**config.mk**
```make
export PLATFORM = sky130hd
export DESIGN_NAME = sha512_dout16
export DESIGN_NICKNAME = d
export VERILOG_FILES = /design/src/rtl/sha512_dout16_pkg.sv /design/src/rtl/dout_fifo2.sv /design/src/rtl/sha512_dout16.sv
export SDC_FILE = /design/constraint.sdc
export NUM_CORES = 1
export LEC_CHECK = 0
export BUFFER_PORTS_ARGS = -buffer_cell sky130_fd_sc_hd__clkbuf_2
export CAP_MARGIN = 20
export CORE_MARGIN = 4
export CORE_UTILIZATION = 45
export CTS_CLUSTER_DIAMETER = 100
export DETAILED_ROUTE_END_ITERATION = 6
export PLACE_DENSITY = 0.74
export SETUP_SLACK_MARGIN = 0.05
export SYNTH_ARGS = -nofsm -noshare
export SYNTH_HDL_FRONTEND = slang
export SYNTH_HIERARCHICAL = 1
export SYNTH_SLANG_ARGS = --single-unit
```
**constraint.sdc**
```tcl
create_clock -name CLK -period 8 [get_ports CLK]
set_input_delay 0.8 -clock CLK [delete_from_list [all_inputs] [get_ports CLK]]
set_output_delay 0.8 -clock CLK [all_outputs]
set_load 0.005 [all_outputs]
```
**src/rtl/sha512_dout16_pkg.sv**
```systemverilog
// Shared types for the sha512crypt 16-bit output serializer: FSM states,
// buffer entry layout and the halfword select helper.
package sha512_dout16_pkg;

   typedef enum logic [1:0] {
      S_IDLE = 2'd0,
      S_SEND = 2'd1,
      S_CSUM = 2'd2
   } state_t;

   typedef struct packed {
      logic        last;
      logic [63:0] data;
   } entry_t;

   function automatic logic [15:0] halfword(input logic [63:0] d, input logic [1:0] idx);
      logic [15:0] h;
      case (idx)
         2'd0:    h = d[15:0];
         2'd1:    h = d[31:16];
         2'd2:    h = d[47:32];
         default: h = d[63:48];
      endcase
      return h;
   endfunction

endpackage

```
**src/rtl/dout_fifo2.sv**
```systemverilog
// Two-entry synchronous FIFO of {last, data} entries; exposes both the head
// and the entry behind it so the serializer can look ahead across a pop.
module dout_fifo2
   import sha512_dout16_pkg::*;
(
   input  logic       CLK,
   input  logic       rst,
   input  logic       push,
   input  logic       pop,
   input  entry_t     din,
   output entry_t     head,
   output entry_t     second,
   output logic       full,
   output logic       empty,
   output logic [1:0] count
);

   entry_t     mem [2];
   logic       wr_ptr_reg;
   logic       rd_ptr_reg;
   logic [1:0] count_reg;
   logic       push_ok;
   logic       pop_ok;

   assign push_ok = push && (count_reg != 2'd2);
   assign pop_ok  = pop && (count_reg != 2'd0);

   always_ff @(posedge CLK) begin
      if (rst) begin
         wr_ptr_reg <= 1'b0;
         rd_ptr_reg <= 1'b0;
         count_reg  <= 2'd0;
      end else begin
         if (push_ok)
            wr_ptr_reg <= ~wr_ptr_reg;
         if (pop_ok)
            rd_ptr_reg <= ~rd_ptr_reg;
         if (push_ok && !pop_ok)
            count_reg <= count_reg + 2'd1;
         else if (pop_ok && !push_ok)
            count_reg <= count_reg - 2'd1;
      end
   end

   // Storage needs no reset: the pointers and count define what is valid.
   always_ff @(posedge CLK) begin
      if (push_ok)
         mem[wr_ptr_reg] <= din;
   end

   assign head   = mem[rd_ptr_reg];
   assign second = mem[~rd_ptr_reg];
   assign full   = (count_reg == 2'd2);
   assign empty  = (count_reg == 2'd0);
   assign count  = count_reg;

endmodule

```
**src/rtl/sha512_dout16.sv**
```systemverilog
// 64-bit to 16-bit result serializer for the sha512crypt core.
// Optional per-result XOR checksum halfword: define SHA512_DOUT_CSUM_EN.
module sha512_dout16
   import sha512_dout16_pkg::*;
#(
   parameter int N_WORDS = 8
) (
   input  logic        CLK,
   input  logic        rst,
   input  logic [63:0] in_data,
   input  logic        in_last,
   input  logic        in_valid,
   output logic        in_ready,
   output logic [15:0] out_data,
   output logic        out_last,
   output logic        out_valid,
   input  logic        out_ready,
   output logic        err_len
);

   localparam int WCW = $clog2(N_WORDS + 1);

   state_t      state_reg, state_next;
   logic [1:0]  hidx_reg, hidx_next;
   logic [15:0] out_data_reg, out_data_next;
   logic        out_last_reg, out_last_next;
   logic        out_valid_reg, out_valid_next;
   logic [15:0] csum_next;
   logic [WCW-1:0] wcnt_reg;
   logic        err_reg;

   entry_t      in_entry, head, second, head_after;
   logic        full, empty;
   logic [1:0]  count, count_next;
   logic        push, pop, fire;

   assign in_entry = {in_last, in_data};
   assign in_ready = !rst && !full;
   assign push     = in_valid && in_ready;
   assign fire     = out_valid_reg && out_ready;
   assign pop      = (state_reg == S_SEND) && fire && (hidx_reg == 2'd3);

   dout_fifo2 u_fifo (
      .CLK    (CLK),
      .rst    (rst),
      .push   (push),
      .pop    (pop),
      .din    (in_entry),
      .head   (head),
      .second (second),
      .full   (full),
      .empty  (empty),
      .count  (count)
   );

`ifdef SHA512_DOUT_CSUM_EN
   localparam bit CSUM_EN = 1'b1;
   logic [15:0] csum_reg;

   always_ff @(posedge CLK) begin
      if (rst)
         csum_reg <= '0;
      else
         csum_reg <= csum_next;
   end

   always_comb begin
      csum_next = csum_reg;
      if (fire && state_reg == S_SEND)
         csum_next = csum_reg ^ out_data_reg;
      else if (fire && state_reg == S_CSUM)
         csum_next = '0;
   end
`else
   localparam bit CSUM_EN = 1'b0;
   assign csum_next = '0;
`endif

   // Look ahead to the entry that will be at the head after this edge, so the
   // output register is loaded in the same cycle the word lands in the buffer.
   always_comb begin
      head_after = head;
      count_next = count;
      if (pop)
         head_after = (count == 2'd2) ? second : in_entry;
      else if (empty)
         head_after = in_entry;
      if (push && !pop)
         count_next = count + 2'd1;
      else if (pop && !push)
         count_next = count - 2'd1;
   end

   always_comb begin
      state_next = state_reg;
      hidx_next  = hidx_reg;
      case (state_reg)
         S_IDLE: if (count_next != 2'd0) state_next = S_SEND;
         S_SEND: begin
            if (fire) begin
               hidx_next = hidx_reg + 2'd1;
               if (hidx_reg == 2'd3) begin
                  if (CSUM_EN && head.last)
                     state_next = S_CSUM;
                  else if (count_next == 2'd0)
                     state_next = S_IDLE;
               end
            end
         end
         S_CSUM: if (fire) state_next = (count_next != 2'd0) ? S_SEND : S_IDLE;
         default: state_next = S_IDLE;
      endcase

      out_valid_next = (state_next != S_IDLE);
      out_data_next  = out_data_reg;
      out_last_next  = 1'b0;
      if (state_next == S_SEND) begin
         out_data_next = halfword(head_after.data, hidx_next);
         out_last_next = !CSUM_EN && head_after.last && (hidx_next == 2'd3);
      end else if (state_next == S_CSUM) begin
         out_data_next = csum_next;
         out_last_next = 1'b1;
      end
   end

   always_ff @(posedge CLK) begin
      if (rst) begin
         state_reg     <= S_IDLE;
         hidx_reg      <= 2'd0;
         out_data_reg  <= '0;
         out_last_reg  <= 1'b0;
         out_valid_reg <= 1'b0;
      end else begin
         state_reg     <= state_next;
         hidx_reg      <= hidx_next;
         out_data_reg  <= out_data_next;
         out_last_reg  <= out_last_next;
         out_valid_reg <= out_valid_next;
      end
   end

   // Result length check: counter returns to 0 on every last word and on
   // reaching N_WORDS without one.
   always_ff @(posedge CLK) begin
      if (rst) begin
         wcnt_reg <= '0;
         err_reg  <= 1'b0;
      end else if (push) begin
         if (in_last) begin
            wcnt_reg <= '0;
            if (int'(wcnt_reg) + 1 != N_WORDS)
               err_reg <= 1'b1;
         end else if (int'(wcnt_reg) + 1 == N_WORDS) begin
            wcnt_reg <= '0;
            err_reg  <= 1'b1;
         end else begin
            wcnt_reg <= wcnt_reg + WCW'(1);
         end
      end
   end

   assign out_data  = out_data_reg;
   assign out_last  = out_last_reg;
   assign out_valid = out_valid_reg;
   assign err_len   = err_reg;

endmodule

```
-- Yosys cells after proc, flatten, opt, wreduce, memory -nomap -nowiden
Memories as Yosys holds them, arrays and structs flattened. A register that Yosys moved wholly into a read port is not among the register bits.
Index checks and enable logic that the tools add are counted.
Widths: inputs -> output; s select.
- register bits: 31
- bits in writable memories: 130
- bits of input ports: 69
- output and inout port bits: 20
- word-level logic and storage cells: 90
- memories: 1
- memory list (name ; depth ; bits a word ; read ports ; clocked after memory_dff ; write ports ; RTL line ; source):
    u_fifo.mem ; 2 ; 65 ; 2 ; 1 ; 1 ; dout_fifo2.sv:18 ; entry_t mem [2];
- add/sub/neg operators: 5
- equality and inequality tests: 13
- mux-type cells: 30
- bitwise logic cells: 2
- reduce and logical (&&, ||, !) cells: 29
- operators by type and width (cell ; count):
    $mux 65 ; 3
    $pmux 16 s3 ; 1
    $mux 16 ; 2
    $ne 32x5->1 const B ; 1
    $mux 2 ; 11
    $eq 2x2->1 const B ; 6
    $logic_and 1x1->1 ; 12
    $reduce_bool 2->1 ; 6
    $mux 1 ; 10
    $logic_not 2->1 ; 4
    $mux 4 ; 2
    $eq 2x1->1 const B ; 3
    $logic_not 1->1 ; 6
    $pmux 2 s3 ; 1
    $add 4x1->5 const B ; 1
    $eq 5x4->1 const B ; 1
    $add 2x1->2 const B ; 2
    $add 4x1->4 const B ; 1
    $reduce_and 3->1 ; 1
    $ne 2x1->1 const B ; 1
    $ne 2x2->1 const B ; 1
    $not 1->1 ; 2
    $sub 2x1->2 const B ; 1

-- Logic depth before layout (Yosys ltp)
- depth in word-level cells: 16
- mapped depth: 11

-- Cells and area by module
Netlist, hierarchy kept.
- by module, submodules not included (module ; times used ; cells an instance ; area each (µm²)):
    dout_fifo2 ; 1 ; 299 ; 5695.5
    sha512_dout16 ; 1 ; 448 ; 3688.5

-- Worst setup path after synthesis
OpenSTA, ideal clock, no wires.
- kind: input -> register
- start point: input port rst
- end point: memory u_fifo/mem[1][0] in the netlist's numbering (enable)
- arrival: 3.072 ns
- data required time: 7.570 ns
- setup slack: 4.498 ns
- stages on the path: 5
- buffers on the path: 0
- cells stage by stage: or3b_1 -> inv_2 -> inv_1 -> nor2_1 -> and2_1
- longest elaborated chain between the ends: 6
- ends and longest elaborated chain (element ; RTL line ; source):
    start, declared ; sha512_dout16.sv:9 ; input logic rst,
    $logic_not 1->1 ; sha512_dout16.sv:38 ; assign in_ready = !rst && !full;
    $logic_and 1x1->1 ; sha512_dout16.sv:38 ;
    $logic_and 1x1->1 ; sha512_dout16.sv:39 ; assign push = in_valid && in_ready;
    named net push ; sha512_dout16.sv:35 ; logic push, pop, fire;
    $logic_and 1x1->1 ; dout_fifo2.sv:25 ; assign push_ok = push && (count_reg != 2'd2);
    named net u_fifo.push_ok ; dout_fifo2.sv:22 ; logic push_ok;
    $mux 1 ; dout_fifo2.sv:47 ; if (push_ok)
    $mux 1 (implied by the code) ; dout_fifo2.sv:48 ; mem[wr_ptr_reg] <= din;
    end, declared ; dout_fifo2.sv:18 ;
The timed path passes the listed nets, and every way through them passes these cells.

-- Worst setup path after layout
- start point: register hidx_reg[0]
- end point: register out_data_reg[9] (netlist: out_data[9])
- longest elaborated chain between the ends: 12
- ends and longest elaborated chain (element ; RTL line ; source):
    start, declared ; sha512_dout16.sv:24 ; logic [1:0] hidx_reg, hidx_next;
    start signal, assigned ; sha512_dout16.sv:135 ; hidx_reg <= hidx_next;
    $eq 2x2->1 ; sha512_dout16.sv:41, sha512_dout16.sv:102 ;
    $logic_and 1x1->1 ; sha512_dout16.sv:41 ; assign pop = (state_reg == S_SEND) && fire && (hidx_reg == 2'd3);
    $logic_and 1x1->1 or $logic_not 1->1 (tied branches) ; sha512_dout16.sv:90, sha512_dout16.sv:88 ;
    $mux 2 or $logic_and 1x1->1 (tied branches) ; sha512_dout16.sv:90, sha512_dout16.sv:88 ;
    $mux 2 ; sha512_dout16.sv:88 ; if (push && !pop)
    $logic_not 2->1 ; sha512_dout16.sv:105 ; else if (count_next == 2'd0)
    $mux 2 ; sha512_dout16.sv:105 ;
    $mux 2 ; sha512_dout16.sv:102 ; if (hidx_reg == 2'd3) begin
    $mux 2 ; sha512_dout16.sv:100 ; if (fire) begin
    $pmux 2 s3 ; sha512_dout16.sv:97 ; case (state_reg)
    $eq 2x1->1 or $eq 2x2->1 (tied branches) ; sha512_dout16.sv:117, sha512_dout16.sv:120 ;
    $mux 16 or $reduce_bool 2->1 (tied branches) ; -- ;
    end signal, assigned ; sha512_dout16.sv:136 ; out_data_reg <= out_data_next;
    end, declared ; sha512_dout16.sv:25 ; logic [15:0] out_data_reg, out_data_next;
Several ways; a longest one is shown, not always the timed one.
A chain may end at the register's enable or synchronous reset.

==> metrics <==
H-tree depth=4; post-route minimum period=4.104 ns; post-synth top area share=0.4160; # hold bufs at CTS=0; Synth Cell Area=0.009384 mm^2; Port Buffers=88; commonest register cell after synthesis=edfxtp_1; initial antenna violation count=0; CTS tree=built; Avg Synthesized Cell Area=12.56 um^2; fmax=243.7 MHz; Seq/Total Area, Yosys=0.4843; Post-Syn Nets=823; nets=882; Setup Fix Bufs, Post-CTS=0; first-pass GRT wire length=35.21 mm; Sw Pwr=0.0005774 W; Vias=6330; synthesized instance count=747; WHS=0.4849 ns; Routed WL=22.38 mm; Sequential Area=0.004547 mm^2; Row Count=52; post-layout util=0.5186; initial core utilization=0.4608; Worst-Skew Late Latency=0.43 ns; Die X=152.4 um; Area Overhead vs Synth=12.53%; crit path kind=register to register; Die Ht=152.4 um; Pwr per Cell Area=209.3 mW/mm^2; VDD IR max=157.4 uV; clk root buf=clkbuf_16; count of final hold-check violations=0; TritonCTS Buffers=17; Net Sw Frac=0.2613; GRT Util Overall=0.1907; Post-synth EDFFs=130; Remaining DRCs=0; pre-CTS setup slack=3.780 ns; worst slew pin tran=1.044 ns; top cells by count, synth=131 x mux2_2, 130 x edfxtp_1, 123 x mux2i_1; CP arrival=4.43 ns; post-DP HPWL=14.45 mm; initial DRC count=582; Max-slew headroom=0.3016; GR Overflow Total=0; Worst setup SP type=register; CP Capture Type=register; Avg Vias per Cell=5.813; internal power=0.001632 W; Async S/R FF share, synth=0; # IOs=89; Logic pwr share=0.164; cell taking the most area after synthesis=edfxtp_1; Die Footprint=0.02323 mm^2; clock tree sinks=162; largest net degree at the start of global routing=66; maximum root-to-sink buffer count=2; final setup violation count=0; Worst EP required=8.33 ns; Final period util=0.5130; DRT Pass-1 Iters=7; max-cap violation count=0; Final Cell Area=0.01056 mm^2; post-synthesis cell type count=46; Largest register FFs=130; Routed WL per cell=20.55 um; Antenna Violating Nets Remaining=0; Reg clk slew, reported paths=0.06 ns; ant diodes=0; total core area=0.02036 mm^2; routability cong.=0.7871; Pleak=4.052 nW; Max Slew Vio Count=0; worst-case clock skew=0.006033 ns; Setup WS post-layout=3.896 ns; top-count cell post-synth=mux2_2; Hold Crit Class=register to register; TNS Setup=0 ns; Filler cells=1739; status=finished, final reports clean; vias in the first global route=6303; top cells by area, synth=edfxtp_1 42%, mux2_2 16%, mux2i_1 13%, dfxtp_1 6.8%, nor2b_1 2.3%; RSZ-0062 raised after global routing=no; number of synthesized register bits=162; post_cts resized=0; crit path max fanout=21; placed instance area=0.009921 mm^2; Yosys warning count=6; Clock power frac=0.389; share of cells above drive strength 1=0.3370; sequential share of power=0.447; area of the multi-input gates=0.004513 mm^2
==> routing by layer <==
layer	vias to the layer above	wire [um]	track usage
li1	3014	-	-
met1	3112	10280	0.2610
met2	170	10480	0.3057
met3	34	1146	0.03976
met4	0	482	0.05993
met5	-	0	0
==> cell usage in the layout, fill, tap and decap left out, types with 3 or more instances in the layout <==
| cell type | count |
|---|---|
| a2111oi_0 | 17 |
| a211oi_1 | 3 |
| a21oi_1 | 25 |
| a221oi_1 | 19 |
| a222oi_1 | 13 |
| buf_4 | 7 |
| clkbuf_16 | 21 |
| clkbuf_2 | 88 |
| clkinvlp_4 | 3 |
| dfxtp_1 | 30 |
| edfxtp_1 | 130 |
| ha_1 | 6 |
| inv_1 | 6 |
| mux2_2 | 131 |
| mux2i_1 | 123 |
| nand2_1 | 52 |
| nand3_1 | 4 |
| nand3b_1 | 4 |
| nor2_1 | 17 |
| nor2b_1 | 35 |
| o21ai_0 | 23 |
| o31ai_1 | 15 |
| xor2_1 | 4 |
==> cell type report <==
class,instances,share of cell area
inverter,8,0.002844
sequential,162,0.4306
clock inverter,7,0.007464
clock buffer,25,0.05308
multi-input combinational,522,0.4274
tap,270,0.03199
timing repair buffer,95,0.04668
==> logic make-up (layout without fill, tap and decap cells) <==
family / Yosys count / in the layout / share of synthesized area
AO/OA/AOI/OAI: 123 / 123 / 0.09680
XOR/XNOR: 6 / 6 / 0.008400
adder cells (fa/ha/maj): 7 / 7 / 0.009333
buffers and inverters: 63 / 135 / 0.03733
flip-flops: 162 / 162 / 0.4843
multiplexers: 255 / 255 / 0.2900
AND/OR/NAND/NOR: 131 / 131 / 0.07387
==> power by group through the flow <==
stage / Clock, W / Sequential [W] / Combinational, W
5_1_grt: 0.000911 / 0.000992 / 0.000393
3_5_place_dp: 0 / 0.00101 / 0.000360
2_1_floorplan: 0 / 0.000998 / 0.000246
3_3_place_gp: 0 / 0.00100 / 0.000354
4_1_cts: 0.000870 / 0.000988 / 0.000362
6_report: 0.000860 / 0.000988 / 0.000362
==> stage by stage <==
| stage | instances | power, W |
|---|---|---|
| after floorplan | 747 | 0.001244 |
| after global placement | 1057 | 0.001358 |
| after detailed placement | 1057 | 0.001365 |
| after CTS | 1089 | 0.002220 |
| after global routing | 1089 | 0.002296 |
| final | 1089 | 0.002210 |
==> critical path, cell delays in order, from the launching register on <==
cell and delay (ns):
dfxtp_1 0.50, ha_1 0.24, and3_1 0.74, nand2_2 0.10, inv_1 0.59, o221a_1 0.31
o31ai_2 0.11, ha_1 0.33, nor2_1 0.80, nand2_1 0.15, o31ai_1 0.12
==> path summary, 6_finish.rpt <==
path	depth (start not counted)	slack (ns)	startpoint	to
hold / removal	2	0.48	out_data[1]	out_data[1]
hold reg to reg	2	0.48	out_data[1]	out_data[1]
setup / recovery	10	3.90	hidx_reg[0]	out_data[9]
setup reg to reg	10	3.90	hidx_reg[0]	out_data[9]
Note: power is estimated with default switching activity, not from simulation.
